===== src/rtl/sim_end_ctrl.sv =====
// Simulation-control monitor: snoops RAM write ports for end-of-sim and heartbeat
// writes, runs a watchdog, drains, then reports done with a pass/fail verdict.
module sim_end_ctrl #(
  parameter int unsigned NumPorts      = 1,
  parameter int unsigned AddrWidth     = 14,
  parameter logic [31:0] MemBase       = 32'h1000_0000,
  parameter logic [31:0] EndSimAddr    = 32'h1000_7FF8,
  parameter logic [31:0] HeartbeatAddr = 32'h1000_7FF0,
  parameter int unsigned TimeoutCycles = 0,
  parameter int unsigned DrainCycles   = 16,
  parameter bit          EnableFinish  = 1'b1
) (
  input  logic                          clk_i,
  input  logic                          rst_ni,
  input  logic                          en_i,
  input  logic [NumPorts-1:0]           req_i,
  input  logic [NumPorts-1:0]           we_i,
  input  logic [NumPorts-1:0]           port_rst_ni,
  input  logic [NumPorts*AddrWidth-1:0] addr_i,
  input  logic [NumPorts*32-1:0]        wdata_i,
  output logic                          end_req_o,
  output logic                          done_o,
  output logic                          pass_o,
  output logic [1:0]                    cause_o,
  output logic [31:0]                   code_o,
  output logic [31:0]                   cycles_o
);

  typedef enum logic [1:0] {RUN, DRAIN, DONE} state_e;

  localparam logic [31:0] TimeoutCode = 32'hDEAD_0000;
  localparam logic [31:0] DrainInit   = 32'(DrainCycles);
  localparam logic [31:0] WdLimit     = 32'(TimeoutCycles) - 32'd1;

  state_e      state_q;
  logic        end_req_q, done_q, pass_q;
  logic [1:0]  cause_q;
  logic [31:0] code_q, cycles_q, drain_q, wd_q;

  logic        any_end, any_hb, port_hit, wd_expire, accept;
  logic [31:0] end_code, byte_addr;

  always_comb begin
    any_end   = 1'b0;
    any_hb    = 1'b0;
    end_code  = '0;
    byte_addr = '0;
    port_hit  = 1'b0;
    for (int unsigned p = 0; p < NumPorts; p++) begin
      byte_addr = MemBase + 32'({addr_i[p*AddrWidth +: AddrWidth], 2'b00});
      port_hit  = req_i[p] & we_i[p] & port_rst_ni[p] & en_i;
      // Scanning upward and keeping the first match gives the lowest port priority.
      if (port_hit && byte_addr == EndSimAddr && !any_end) begin
        any_end  = 1'b1;
        end_code = wdata_i[p*32 +: 32];
      end
      if (port_hit && byte_addr == HeartbeatAddr) begin
        any_hb = 1'b1;
      end
    end
  end

  assign wd_expire = (TimeoutCycles != 0) && en_i && !any_hb && (wd_q == WdLimit);
  assign accept    = any_end || wd_expire;

  always_ff @(posedge clk_i or negedge rst_ni) begin
    if (!rst_ni) begin
      state_q   <= RUN;
      end_req_q <= 1'b0;
      done_q    <= 1'b0;
      pass_q    <= 1'b0;
      cause_q   <= '0;
      code_q    <= '0;
      cycles_q  <= '0;
      drain_q   <= '0;
      wd_q      <= '0;
    end else begin
      end_req_q <= 1'b0;
      unique case (state_q)
        RUN: begin
          if (cycles_q != '1) begin
            cycles_q <= cycles_q + 32'd1;
          end
          if (TimeoutCycles != 0) begin
            wd_q <= (!en_i || any_hb) ? '0 : wd_q + 32'd1;
          end
          if (accept) begin
            end_req_q <= 1'b1;
            cause_q   <= any_end ? 2'd1 : 2'd2;
            code_q    <= any_end ? end_code : TimeoutCode;
            if (DrainCycles == 0) begin
              state_q <= DONE;
              done_q  <= 1'b1;
              pass_q  <= any_end && (end_code == '0);
            end else begin
              state_q <= DRAIN;
              drain_q <= DrainInit;
            end
          end
        end
        DRAIN: begin
          if (drain_q == 32'd1) begin
            state_q <= DONE;
            done_q  <= 1'b1;
            pass_q  <= (cause_q == 2'd1) && (code_q == '0);
          end
          drain_q <= drain_q - 32'd1;
        end
        DONE: begin
        end
        default: state_q <= RUN;
      endcase
    end
  end

  assign end_req_o = end_req_q;
  assign done_o    = done_q;
  assign pass_o    = pass_q;
  assign cause_o   = cause_q;
  assign code_o    = code_q;
  assign cycles_o  = cycles_q;

`ifndef SYNTHESIS
  always_ff @(posedge clk_i) begin
    if (EnableFinish && rst_ni && done_q) begin
      $display("sim_end_ctrl: cause=%0d code=%08h cycles=%0d", cause_q, code_q, cycles_q);
      $finish;
    end
  end
`endif

endmodule


===== config.mk =====
export PLATFORM = sky130hd
export DESIGN_NAME = sim_end_ctrl
export DESIGN_NICKNAME = d
export VERILOG_FILES = /design/src/rtl/sim_end_ctrl.sv
export SDC_FILE = /design/constraint.sdc
export NUM_CORES = 1
export LEC_CHECK = 0
export ABC_AREA = 1
export ABC_CLOCK_PERIOD_IN_PS = 1700
export BUFFER_PORTS_ARGS = -buffer_cell sky130_fd_sc_hd__buf_2
export CAP_MARGIN = 40
export CORE_UTILIZATION = 39
export CTS_CLUSTER_SIZE = 20
export DETAILED_ROUTE_END_ITERATION = 16
export PLACE_DENSITY = 0.61
export RECOVER_POWER = 50
export SKIP_CTS_REPAIR_TIMING = 1
export SYNTH_ARGS = -nofsm -noshare
export SYNTH_HDL_FRONTEND = slang
export SYNTH_SLANG_ARGS = --single-unit

===== constraint.sdc =====
create_clock -name clk_i -period 1.7 [get_ports clk_i]
set_input_delay 0.085 -clock clk_i [delete_from_list [all_inputs] [get_ports clk_i]]
set_output_delay 0.085 -clock clk_i [all_outputs]
set_load 0.02 [all_outputs]

# Word level (Yosys, flattened, before mapping)
# Index checks and enable logic that the tools add are counted.
# W data, S select, Z words.
# op_classes
addsub,3
n_eq_ne,7
reduce_logical,10
n_bitwise,4
mux,9
# ops
op,n
$mux W32,2
$pmux W32 S2,1
$add A32 B1 Y32 const B,1
$eq A32 B1 Y1 const B,1
$logic_not A32 Y1,1
$ne A32 B32 Y1 const B,1
$sub A32 B1 Y32 const B,1
$add A29 B16 Y30 const A,1
$eq A30 B29 Y1 const B,1
$reduce_and A2 Y1,4
$pmux W2 S3,1
$mux W2,2
$ne A2 B2 Y1 const B,2
$and A1 B1 Y1,3
$mux W1,3
$reduce_and A3 Y1,1
$eq A2 B1 Y1 const B,1
$eq A2 B2 Y1 const B,1
$logic_and A1 B1 Y1,2
$logic_not A2 Y1,1
$reduce_bool A2 Y1,1
$not A1 Y1,1
# word_totals
word_cells,41
inputBits,52
out_inout_bits,69
regBits,102

# Longest topological paths before layout
# logic_depth
word_depth,7
depth_mapped,11
ltp_nobuf,10

# Worst setup path after synthesis
# No wires, ideal clock.
# synth_path
path_kind,register to register
startpoint,"register cycles_q[1], in the netlist cycles_o[1]"
endpoint,"register cycles_q[30], in the netlist cycles_o[30]"
slack_ns,-0.044
setup_time_ns,0.117
path_buffers,1
period_less_slack_ns,1.744
required_ns,1.583
stages_incl_launch_ff,12
arrival_time_ns,1.627
path_cell_list,dfrtp_1 > ha_1 > inv_1 > nor2_4 > nand2_4 > nor2_4 > nand2_4 > nand2_4 > inv_2 > buf_6 > nand2_1 > nand2_1
# synth_via
elab_chain_len,2
elab_cells_between_ends,3
cone_classes,add/sub: 1; eq/ne: 1; reduce/logical: 1
# synth_rtl
item,line,rtl
from (decl),38,"logic [31:0] code_q, cycles_q, drain_q, wd_q;"
from (signal assigned),82,cycles_q <= cycles_q + 32'd1;
"parallel branches: the longest is 2 deep, another holds $add A32 B1 Y32",--,
# Parallel ways; which one is timed is not known.
# A chain may end at the register's enable or synchronous reset.

# Worst setup path in the final report
# layout_path
startpoint,register drain_q[0]
endpoint,register drain_q[20]
# layout_via
elab_chain_len,2
# layout_rtl
item,line,rtl
from (decl),38,
from (signal assigned),97,drain_q <= DrainInit;
from (signal assigned),107,drain_q <= drain_q - 32'd1;
$sub A32 B1 Y32,107,
$pmux W32 S2,79,unique case (state_q)
# Every way passes these cells.

==> results.cfg <==
[cts]
clock_path_buffers = 2
cts_root_buffer = clkbuf_16
clk_latency_ns = 0.37
cts_sinks = 102
clkTransAtPathRegs_ns = 0.08
cts_buffers = 9
htree_levels = 3
cts_tree = done

[sta]
worst_hold_slack_ns = 0.368
worstMarginPinSlew_ns = 0.930
period_share_pct = 93.2
fin_crit_ns = 1.58
hold_viol = 0
slew_headroom_pct = 38.0
fin_ws_ns = 0.116
finalClockSkew_ns = 0.0157
setup_viol = 0
grt_setup_unrepaired = true
slew_viol_final = 0
max_freq_ghz = 0.631
setup_tns_ns = 0

[flow_run]
maxCapViolations = 0

[worst_setup_path]
crit_path_end_kind = flip-flop
critPathArrivalTime_ns = 1.89
crit_path_max_fanout = 5
path_cells = inv_1 > ha_1 > nand2_2 > nor2_4 > nand2_2 > nor2_4 > inv_2 > or2_0 > nand2_1
cp.required_ns = 2.00
reg2reg_slack_ns = 0.12
reg2regPathDepth = 9
crit_type = reg2reg
crit_end = drain_q[20]
r2r-start = drain_q[0]
startpoint_type = flip-flop
worstSetupStartpoint = drain_q[0]
critPathMaxStageDelay_ns = 0.41
crit_path_top_delay_cell = dfrtp_1
rr_endpoint = drain_q[20]

[die]
dieArea_mm2 = 0.0154
core_area_mm2 = 0.0145
initial_utilization_pct = 40.0
pin_count = 121
fp.dieH_um = 124
core.rowCount = 44
die_x_um = 124

[routing]
routed_wl_mm = 14.9
drc = 0
viasPerCell = 4.62
dr_total_vias = 5708
drtPass1Iterations = 5
avgRoutedWirePerCell_um = 12.1
first_iter_violations = 250
ant_nets = 0

[place]
dp_worst_setup_slack_ns = -0.0376
hpwl_mm = 11.2
io_buffers = 119
gp_congestion = 0.886

[synthesis]
synthesis.nets = 904
synth_top_cell_by_area = dfrtp_1
synth_area_leaders = dfrtp_1 (44%), nand2_1 (24%), nor2_1 (8.5%)
synth_area_mm2 = 0.00582
yosysWarnings = 0
synth-seq-cells = 102
yosysTopAreaCellShare_pct = 43.9
synth-seq-area-share_pct = 43.9
synth.avg_cell_area_um2 = 6.85
syn_inst = 849
synth_cell_types = 29

[power_and_ir_drop]
vdd_drop_max_v = 0.000478
p_per_area_mw_per_mm2 = 626
p_leak_uw = 0.00392

[status]
status = finished clean

[global_route]
grtUsageTotal_pct = 20.0
grt.overflow.total = 0
grt_antenna_before_repair = 0
grt_pass1_wl_mm = 24.1
grt_max_degree = 45
grt_pass1_vias = 5065

[min_path]
hp-class = in2reg

[finish]
final_cell_mix = nand2_1 (370), nor2_1 (121), dfrtp_1 (99)
layout.nets = 1102
final_common_cell = nand2_1
post_route_cells_drive_above_1_share_pct = 20.0
diodes = 0
syn_to_final_growth_pct = 30.8
[worst max-delay path: cells and delay by family, from the launching register on]
family / cells / cell delay (ns)
adders and majority gates: 1 / 0.21
and+or+nand+nor: 6 / 0.76
DFF: 1 / 0.41
buffers and inverters: 2 / 0.14
[cell type report]
class | instances | area, um2
Tap cell | 184 | 230
Fill cell | 1504 | 6920
Timing Repair Buffer | 203 | 1310
Inverter | 73 | 277
Sequential cell | 102 | 2560
Multi-Input combinational cell | 658 | 2920
Clock inverter | 7 | 96.3
Clock buffer | 9 | 225
[flip-flops by register name, indices dropped and copies added, names as in the netlist]
register and cells:
cycles_o 32, cause_o 1, pass_o 1, end_req_o 1, state_q 2, done_o 1
drain_q 32, code_o 32
[kinds of logic after synthesis]
family                     synth area share (%)
DFF                                        43.9
other                                    0.0645
adders and majority gates                 0.645
AOI/OAI and AO/OA                          3.64
and+or+nand+nor                            42.5
xor gates and xnor gates                   2.26
buffers and inverters                      6.99
[power breakdown]
part	internal [uW]	leakage [uW]	switching [uW]	total (uW)
registers	2420	0.00128	0.0290	2420
logic	96.5	0.00249	80.0	176
clock network	1070	0.000155	1090	2160
[layer usage]
| layer | part of all wire, % | vias to the layer above | track usage [%] |
|---|---|---|---|
| met1 | 46 | 2554 | 26.0 |
| met5 | 0 | - | 0 |
| met4 | 0.82 | 0 | 4.24 |
| met3 | 4.8 | 12 | 5.36 |
| met2 | 49 | 131 | 33.3 |
| li1 | - | 3011 | - |
[cells in the mapped netlist, drive strengths merged]
cell,instances
o21ai,31
nor2,145
nand3b,3
a21o,1
or2,1
dfrtp,102
conb,1
nand2,385
a21boi,1
nand3,48
nor3,6
nand4,14
inv,73
buf,16
xor2,8
o211ai,1
xnor2,7
ha,3
a21oi,3
[through the flow]
stage	area (um2)	power, uW	util (%)	cells
after global routing	7610	4950	52.4	1236
after global placement	6950	2600	47.8	1187
after CTS	7270	4790	50.1	1203
after floorplan	5820	2480	-	849
final	7610	4760	52.4	1236
after detailed placement	6950	2600	47.8	1187
[how the worst min path moves through the flow]
| stage | from | endpoint | slack, ns | cells after the start |
|---|---|---|---|---|
| 2_1_floorplan | rst_ni | cause_o[0] | -0.21 | 0 |
| 3_3_place_gp | rst_ni | cycles_o[3] | 0.10 | 1 |
| 3_5_place_dp | rst_ni | cycles_o[3] | 0.10 | 1 |
| 4_1_cts | rst_ni | drain_q[23] | -0.29 | 1 |
| 5_1_grt | port_rst_ni | drain_q[3] | 0.42 | 7 |
| 6_report | port_rst_ni | drain_q[4] | 0.37 | 7 |
Note: power is estimated with default switching activity, not from simulation.
